==> src/rtl/digital_lock_pkg.sv <==
// Shared types and defaults for the digital lock datapath.
// Holds the lockout FSM state type, the 2-bit fail-count type that the
// wrong-attempt counter also produces, and the default timing constants
// used by lockout_controller.
package digital_lock_pkg;

  typedef enum logic [1:0] {
    IDLE    = 2'd0,
    LOCKED  = 2'd1,
    RELEASE = 2'd2
  } lock_state_t;

  typedef logic [1:0] fail_count_t;

  localparam int DEF_LOCK_SECS  = 30;
  localparam int DEF_ALARM_SECS = 5;
  localparam int DEF_MAX_FAILS  = 3;
  localparam int DEF_REM_W      = 8;

endpackage

==> src/rtl/sec_down_counter.sv <==
// Tick-enabled, loadable seconds down counter.
// Ports:
//   clk        - system clock
//   rst_n      - synchronous active-low reset, clears the count
//   i_load     - load i_loadVal this edge (wins over a coincident tick)
//   i_loadVal  - value to load
//   i_tick     - decrement enable, one-clk strobe
//   o_count    - current count
//   o_zero     - count is zero
//   o_hitOne   - a tick is about to take the count from 1 to 0
module sec_down_counter
  import digital_lock_pkg::*;
#(
  parameter int W = DEF_REM_W
) (
  input  logic         clk,
  input  logic         rst_n,
  input  logic         i_load,
  input  logic [W-1:0] i_loadVal,
  input  logic         i_tick,
  output logic [W-1:0] o_count,
  output logic         o_zero,
  output logic         o_hitOne
);

  logic [W-1:0] r_count;

  // Load has priority so a tick landing on the load edge is dropped.
  // The count holds at zero rather than wrapping.
  always_ff @(posedge clk) begin
    if (!rst_n) begin
      r_count <= '0;
    end else if (i_load) begin
      r_count <= i_loadVal;
    end else if (i_tick && (r_count != '0)) begin
      r_count <= r_count - W'(1);
    end
  end

  assign o_count  = r_count;
  assign o_zero   = (r_count == '0);
  assign o_hitOne = i_tick && !i_load && (r_count == W'(1));

endmodule

==> src/rtl/lockout_controller.sv <==
// Keypad lockout controller, downstream of the wrong-attempt counter.
// When the synchronised fail count reaches MAX_FAILS the keypad is locked
// for a timed period with an alarm for the first ALARM_SECS seconds; on
// expiry the attempt counter is held in reset until it reads zero.
// A correct password while unlocked pulses clr_fail for one clock.
// Optional build macro: LOCKOUT_ESCALATE_EN doubles the lockout duration
// for each consecutive lockout (up to 8x), cleared by an accepted pass_ok.
// Ports:
//   clk, rst_n   - clock, synchronous active-low reset
//   tick_1hz     - one-clk strobe per second
//   fail_count   - wrong-attempt count, asynchronous to clk
//   pass_ok      - one-clk strobe, correct password entered
//   locked       - keypad must ignore input
//   alarm        - buzzer/LED drive
//   clr_fail     - level reset for the attempt counter
//   remaining    - seconds left in the current lockout
module lockout_controller
  import digital_lock_pkg::*;
#(
  parameter int LOCK_SECS  = DEF_LOCK_SECS,
  parameter int MAX_FAILS  = DEF_MAX_FAILS,
  parameter int ALARM_SECS = DEF_ALARM_SECS,
  parameter int REM_W      = DEF_REM_W
) (
  input  logic             clk,
  input  logic             rst_n,
  input  logic             tick_1hz,
  input  fail_count_t      fail_count,
  input  logic             pass_ok,
  output logic             locked,
  output logic             alarm,
  output logic             clr_fail,
  output logic [REM_W-1:0] remaining
);

  fail_count_t      r_fcMeta;
  fail_count_t      r_fcSync;
  lock_state_t      r_state;
  lock_state_t      w_nextState;
  logic             r_clrPulse;
  logic             w_load;
  logic             w_passAccept;
  logic             w_cntTick;
  logic             w_fcAtMax;
  logic [REM_W-1:0] w_duration;
  logic [REM_W-1:0] w_elapsed;
  logic [REM_W-1:0] w_count;
  logic             w_zero;
  logic             w_hitOne;

  // fail_count comes from the button domain; every decision uses r_fcSync.
  always_ff @(posedge clk) begin
    if (!rst_n) begin
      r_fcMeta <= '0;
      r_fcSync <= '0;
    end else begin
      r_fcMeta <= fail_count;
      r_fcSync <= r_fcMeta;
    end
  end

  assign w_fcAtMax = (r_fcSync >= fail_count_t'(MAX_FAILS));

`ifdef LOCKOUT_ESCALATE_EN
  logic [1:0] r_lockLevel;

  // Escalation level rises on each expiry and is forgiven by a good entry.
  always_ff @(posedge clk) begin
    if (!rst_n) begin
      r_lockLevel <= 2'd0;
    end else if (w_passAccept) begin
      r_lockLevel <= 2'd0;
    end else if ((r_state == LOCKED) && (w_nextState == RELEASE) &&
                 (r_lockLevel != 2'd3)) begin
      r_lockLevel <= r_lockLevel + 2'd1;
    end
  end

  assign w_duration = REM_W'(LOCK_SECS) << r_lockLevel;
`else
  assign w_duration = REM_W'(LOCK_SECS);
`endif

  // Ticks only count down while LOCKED; the entry edge is in IDLE, so a
  // coincident tick is ignored.
  assign w_cntTick = tick_1hz && (r_state == LOCKED);

  sec_down_counter #(
    .W(REM_W)
  ) u_secCounter (
    .clk      (clk),
    .rst_n    (rst_n),
    .i_load   (w_load),
    .i_loadVal(w_duration),
    .i_tick   (w_cntTick),
    .o_count  (w_count),
    .o_zero   (w_zero),
    .o_hitOne (w_hitOne)
  );

  always_ff @(posedge clk) begin
    if (!rst_n) begin
      r_state    <= IDLE;
      r_clrPulse <= 1'b0;
    end else begin
      r_state    <= w_nextState;
      r_clrPulse <= w_passAccept;
    end
  end

  // Lock entry outranks pass_ok. w_zero in LOCKED cannot normally occur
  // (duration >= 1) but guarantees the FSM never sits locked at zero.
  always_comb begin
    w_nextState  = r_state;
    w_load       = 1'b0;
    w_passAccept = 1'b0;
    case (r_state)
      IDLE: begin
        if (w_fcAtMax) begin
          w_nextState = LOCKED;
          w_load      = 1'b1;
        end else if (pass_ok) begin
          w_passAccept = 1'b1;
        end
      end
      LOCKED: begin
        if (w_hitOne || w_zero) begin
          w_nextState = RELEASE;
        end
      end
      RELEASE: begin
        if (r_fcSync == '0) begin
          w_nextState = IDLE;
        end
      end
      default: w_nextState = IDLE;
    endcase
  end

  // Alarm covers the first ALARM_SECS elapsed seconds of the lockout.
  assign w_elapsed = w_duration - w_count;

  always_comb begin
    locked    = 1'b0;
    alarm     = 1'b0;
    clr_fail  = r_clrPulse;
    remaining = w_count;
    case (r_state)
      LOCKED: begin
        locked = 1'b1;
        alarm  = (w_elapsed < REM_W'(ALARM_SECS));
      end
      RELEASE: begin
        locked   = 1'b1;
        clr_fail = 1'b1;
      end
      default: ;
    endcase
  end

endmodule

==> config.mk <==
export PLATFORM = sky130hd
export DESIGN_NAME = lockout_controller
export DESIGN_NICKNAME = d
export VERILOG_FILES = /design/src/rtl/digital_lock_pkg.sv /design/src/rtl/sec_down_counter.sv /design/src/rtl/lockout_controller.sv
export SDC_FILE = /design/constraint.sdc
export NUM_CORES = 1
export LEC_CHECK = 0
export BUFFER_PORTS_ARGS = -buffer_cell sky130_fd_sc_hd__buf_4
export CAP_MARGIN = 25
export CORE_MARGIN = 4
export CORE_UTILIZATION = 45
export CTS_CLUSTER_DIAMETER = 100
export DETAILED_ROUTE_END_ITERATION = 8
export PLACE_DENSITY = 0.74
export SLEW_MARGIN = 5
export SYNTH_ARGS = -nofsm -noshare
export SYNTH_HDL_FRONTEND = slang
export SYNTH_HIERARCHICAL = 1
export SYNTH_SLANG_ARGS = --single-unit
==> constraint.sdc <==
create_clock -name clk -period 2.8 [get_ports clk]
set_input_delay 0.56 -clock clk [delete_from_list [all_inputs] [get_ports clk]]
set_output_delay 0.56 -clock clk [all_outputs]
set_load 0.005 [all_outputs]
# After elaboration in Yosys (flattened, before gate mapping)
# Cells that the tools add are included.
# totals
reg_bits	15
in_bits	6
word_cells	45
output_inout_bits	11
# classes
bitwise_logic	2
eq_ne	6
magnitude_cmp	2
reduce_logical	15
mux	12
add_sub_neg	2
# ops
cell	count
5-bit 2-to-1 mux	2
8-bit by 1-bit equality test with 1-bit output (second input constant)	1
8-bit zero test	1
8-bit by 3-bit < comparator with 1-bit output (second input constant)	1
8-bit nonzero test	1
5-bit by 8-bit subtractor with 8-bit output (first input constant)	1
8-bit by 1-bit subtractor with 8-bit output (second input constant)	1
1-bit 2-to-1 mux	6
2-bit 2-to-1 mux	3
2-bit case mux with 3 select lines	1
1-bit logical AND	4
2-bit zero test	2
2-bit != test (second input constant)	2
2-bit OR reduction	2
3-bit AND reduction	1
3-bit OR reduction	1
2-bit by 1-bit equality test with 1-bit output (second input constant)	1
2-bit equality test (second input constant)	1
2-bit >= comparator (second input constant)	1
2-bit by 1-bit != test with 1-bit output (second input constant)	1
1-bit NOT	2
2-bit nonzero test	1
1-bit zero test	1
1-bit logical OR	1

# Depth between registers and ports, before layout
# depth
word_depth	9
depth_mapped	9
ltp_nobuf	9

# By module
# The synthesis kept the hierarchy.
# modules_own_cells
mod	n_inst	seq_area_each_um2	area_per_inst_um2	cells_per_inst
sec_down_counter	1	160.2	556.8	67
lockout_controller	1	140.1	360.3	38

# Least setup slack after synthesis
# Ideal clock, no wire load.
# synth_timing
kind	reg2reg
start	reg u_secCounter.r_count[2], in the netlist u_secCounter/o_count[2]
end	reg r_state[1]
setup_slack_ps	849
stages_incl_launch_ff	8
path_buffers	2
setup_time_ps	60
arrival_ps	1890
period_less_slack_ps	1951
required_ps	2740
cell_sequence	dfxtp_1 > buf_6 > or4_1 > buf_2 > nor3_1 > nor2_2 > a222oi_1 > o221a_1
# synth_between
elab_chain_len	5
word_cells_on_any_way	6
classes_between	eq/ne: 2; reduce/logical: 4
# synth_lines
element	line_no	source
start: declaration	sec_down_counter.sv:26	logic [W-1:0] r_count;
start signal: assignment	sec_down_counter.sv:34	r_count <= i_loadVal;
start signal: assignment	sec_down_counter.sv:36	r_count <= r_count - W'(1);
8-bit by 1-bit equality test with 1-bit output	sec_down_counter.sv:42	assign o_hitOne = i_tick && !i_load && (r_count == W'(1));
1-bit logical AND	sec_down_counter.sv:42	
via w_hitOne	lockout_controller.sv:49	logic w_hitOne;
1-bit logical OR	lockout_controller.sv:127	if (w_hitOne || w_zero) begin
2-bit by 1-bit != test with 1-bit output (no source line)	-	
3-bit AND reduction (no source line)	-	
end signal: assignment	lockout_controller.sv:106	r_state <= w_nextState;
end: declaration	lockout_controller.sv:38	lock_state_t r_state;
# The timed path passes the listed nets, and every way through them passes these cells.
# A chain may end at the register's enable or synchronous reset.

# Worst setup path after layout
# layout_timing
start	reg r_state[1]
end	reg u_secCounter.r_count[5], in the netlist u_secCounter/o_count[5]
# layout_between
elab_chain_len	3
word_cells_on_any_way	6
classes_between	eq/ne: 1; mux: 1; reduce/logical: 4
# layout_lines
element	line_no	source
2-bit by 1-bit equality test with 1-bit output	lockout_controller.sv:86	assign w_cntTick = tick_1hz && (r_state == LOCKED);
1-bit logical AND	lockout_controller.sv:86	
via w_cntTick	lockout_controller.sv:43	logic w_cntTick;
1-bit logical AND	sec_down_counter.sv:35	end else if (i_tick && (r_count != '0)) begin
# The timed path passes the listed nets, and every way through them passes these cells.

==> flow_metrics.tcl <==
set metrics [dict create \
    num-nets-final 141 \
    cts_root_buf "clkbuf_4" \
    multi_input_area_sq_um 596.8 \
    tns_ps 0 \
    path_cells "inv_1 > ha_1 > and2_1 > or3b_1 > or4b_1 > a31oi_1" \
    die_x_um 53.15 \
    port_buffers 16 \
    die_h_um 53.15 \
    ys_ff_latch 15 \
    vdd_drop_max_mv 0.2821 \
    synthCells 105 \
    status "complete, no violations" \
    dieArea_sq_mm 0.002824 \
    powerDensity_mw_per_mm2 414.7 \
    area.sequential_sq_um 300.3 \
    leakage_uw 0.0004397 \
    yosysTopAreaCellShare 0.3274 \
    ios 17 \
    start_util 0.4723 \
    worstHoldStart "r_fcMeta[0]" \
    num_vias 855 \
    wire_per_inst_um 12.44 \
    post_cts_buffers 0 \
    syn_to_final_growth_pct 19.92 \
    diodes 0 \
    final_area_sq_mm 0.001100 \
    cp.required_ps 3010 \
    cts.htree.levels 1 \
    hpwl_um 1418 \
    setup_viol 0 \
    ys_warn_count 6 \
    tightest_slew_ps 683.7 \
    synth_edf_count 0 \
    cts_sinks 15 \
    ys.flop_type "dfxtp_1" \
    cp_slowest_cell "or4b_1" \
    first_pass_iters 4 \
    crit_type "flop to flop" \
    arrival_ps 2300 \
    start_kind "flop" \
    max_stage_delay_ps 480 \
    maxSlewHeadroom 0.5432 \
    startpoint "r_state[1]" \
    slew_viol_final 0 \
    clock.fmax_ghz 0.4804 \
    timing.rr.start "r_state[1]" \
    period_needed_ps 2081 \
    yosys-top-cells-count "dfxtp_1 (15), o21ai_0 (8), ha_1 (6), inv_1 (6)" \
    cts_tree "built" \
    synth_top_cell_by_area "dfxtp_1" \
    gp_congestion 0.7682 \
    cpLargestDelayFamily "simple AND/OR/NAND/NOR gates" \
    viasPerCell 5.516 \
    cp_max_fo 7 \
    netlist_area_sq_um 917.1 \
    rows 16 \
    antenna_left 0 \
    fillers 197 \
    crit_path_end_kind "flop" \
    clk_latency_ps 280 \
    coreArea_sq_mm 0.001942 \
    drc 0 \
    clk_path_buf_depth 2 \
    path_buf_inv 1 \
    synthArstFlopShare 0 \
    grt_max_degree 18 \
    clk_pin_slew_worst_paths_ps 90 \
    grt_pass1_wl_um 3312 \
    gr-total-overflow 0 \
    skew_ps 4.237 \
    synth.distinct_cells 48 \
    antenna_found_initial 0 \
    synth.area.top_cells "dfxtp_1 (33%), ha_1 (8.2%), o21ai_0 (4.4%)" \
    period_share 0.7434 \
    syn_avg_cell_area_sq_um 8.735 \
    place_area_sq_mm 0.001074 \
    drive_gt1_frac 0.2031 \
    cts_inserted_buffers 3 \
    yosysMostFrequentCell "dfxtp_1" \
    hp-class "flop to flop" \
    seq_area_frac_synth 0.3274 \
    cts_resized 0 \
    grt_usage 0.1575 \
    holdBufCountCts 0 \
    hold_viol 0 \
    grt_setup_unrepaired "false" \
    max_cap_violations 0 \
    grt_pass1_vias 783 \
    drt_iter0_markers 20 \
    wl_um 1928 \
]
==> cell families after synthesis <==
group                    after synthesis  synth area share
flip-flops                            15            0.3274
buffers and inverters                 10           0.05047
AO/OA/AOI/OAI                         32            0.2469
multiplexers                           2           0.02319
adder cells (fa/ha/maj)                6           0.08185
other                                  2          0.008189
AND/OR/NAND/NOR                       38            0.2620
==> cell usage in the layout (no fill, tap or decap), types with 3 or more instances in the layout <==
cell type  count
nor2_1         3
and2_1         5
clkbuf_4       3
buf_4         16
nand2_1        3
inv_1          6
conb_1         9
dfxtp_1       15
o21ai_0        8
a21oi_1        3
nand3_1        4
ha_1           6
a31oi_1        5
==> worst reg2reg max path, stage by stage, from the launching register on <==
cell and delay, ps:
dfxtp_1 340, inv_1 70, ha_1 250, and2_1 280, or3b_1 440, or4b_1 480, a31oi_1 160
==> metrics by stage <==
step                      worst slack (ps)    util  power [uW]  hold slack, ps  cells
after global placement               780.0  0.5528       334.4           415.2    151
after floorplan                      849.3       -       303.4           411.8    112
after global routing                 519.2  0.5664       486.8           454.7    155
final                                718.6  0.5664       456.1           440.1    155
after CTS                            741.3  0.5664       460.8           443.2    155
after detailed placement             766.8  0.5528       336.3           422.3    151
==> power by group <==
part           internal (uW)  leakage, uW  total (uW)  switching (uW)
Clock                   55.2    0.0000150         123            67.8
Combinational           51.2     0.000302        99.9            48.7
Sequential               223     0.000122         233            9.73
==> per-layer routing <==
| metal | track usage | up-vias | share of wire |
|---|---|---|---|
| met1 | 0.1997 | 392 | 0.48 |
| met4 | 0.05106 | 0 | 0.0062 |
| li1 | - | 441 | - |
| met2 | 0.2479 | 20 | 0.48 |
| met5 | 0 | - | 0 |
| met3 | 0.05352 | 2 | 0.038 |
==> worst paths after layout <==
kind | end | slack, ps | depth (start not counted)
hold reg to reg | r_fcSync[0] | 440 | 1
hold / removal | r_fcSync[0] | 440 | 1
setup reg to reg | u_secCounter/o_count[5] | 720 | 6
setup / recovery | u_secCounter/o_count[5] | 720 | 6
==> area by class of cell <==
class,instances,area share
well taps,27,0.03072
multi-input cells,87,0.5427
inverters,6,0.02048
repair buffers,16,0.1092
clock buffers,4,0.02389
flip-flops and latches,15,0.2730
==> sequential cells by signal, indices dropped and copies added (netlist names) <==
signal and count:
u_secCounter/o_count 8, r_clrPulse 1, r_fcMeta 2, r_fcSync 2, r_state 2
(Power assumes the default switching activity.)
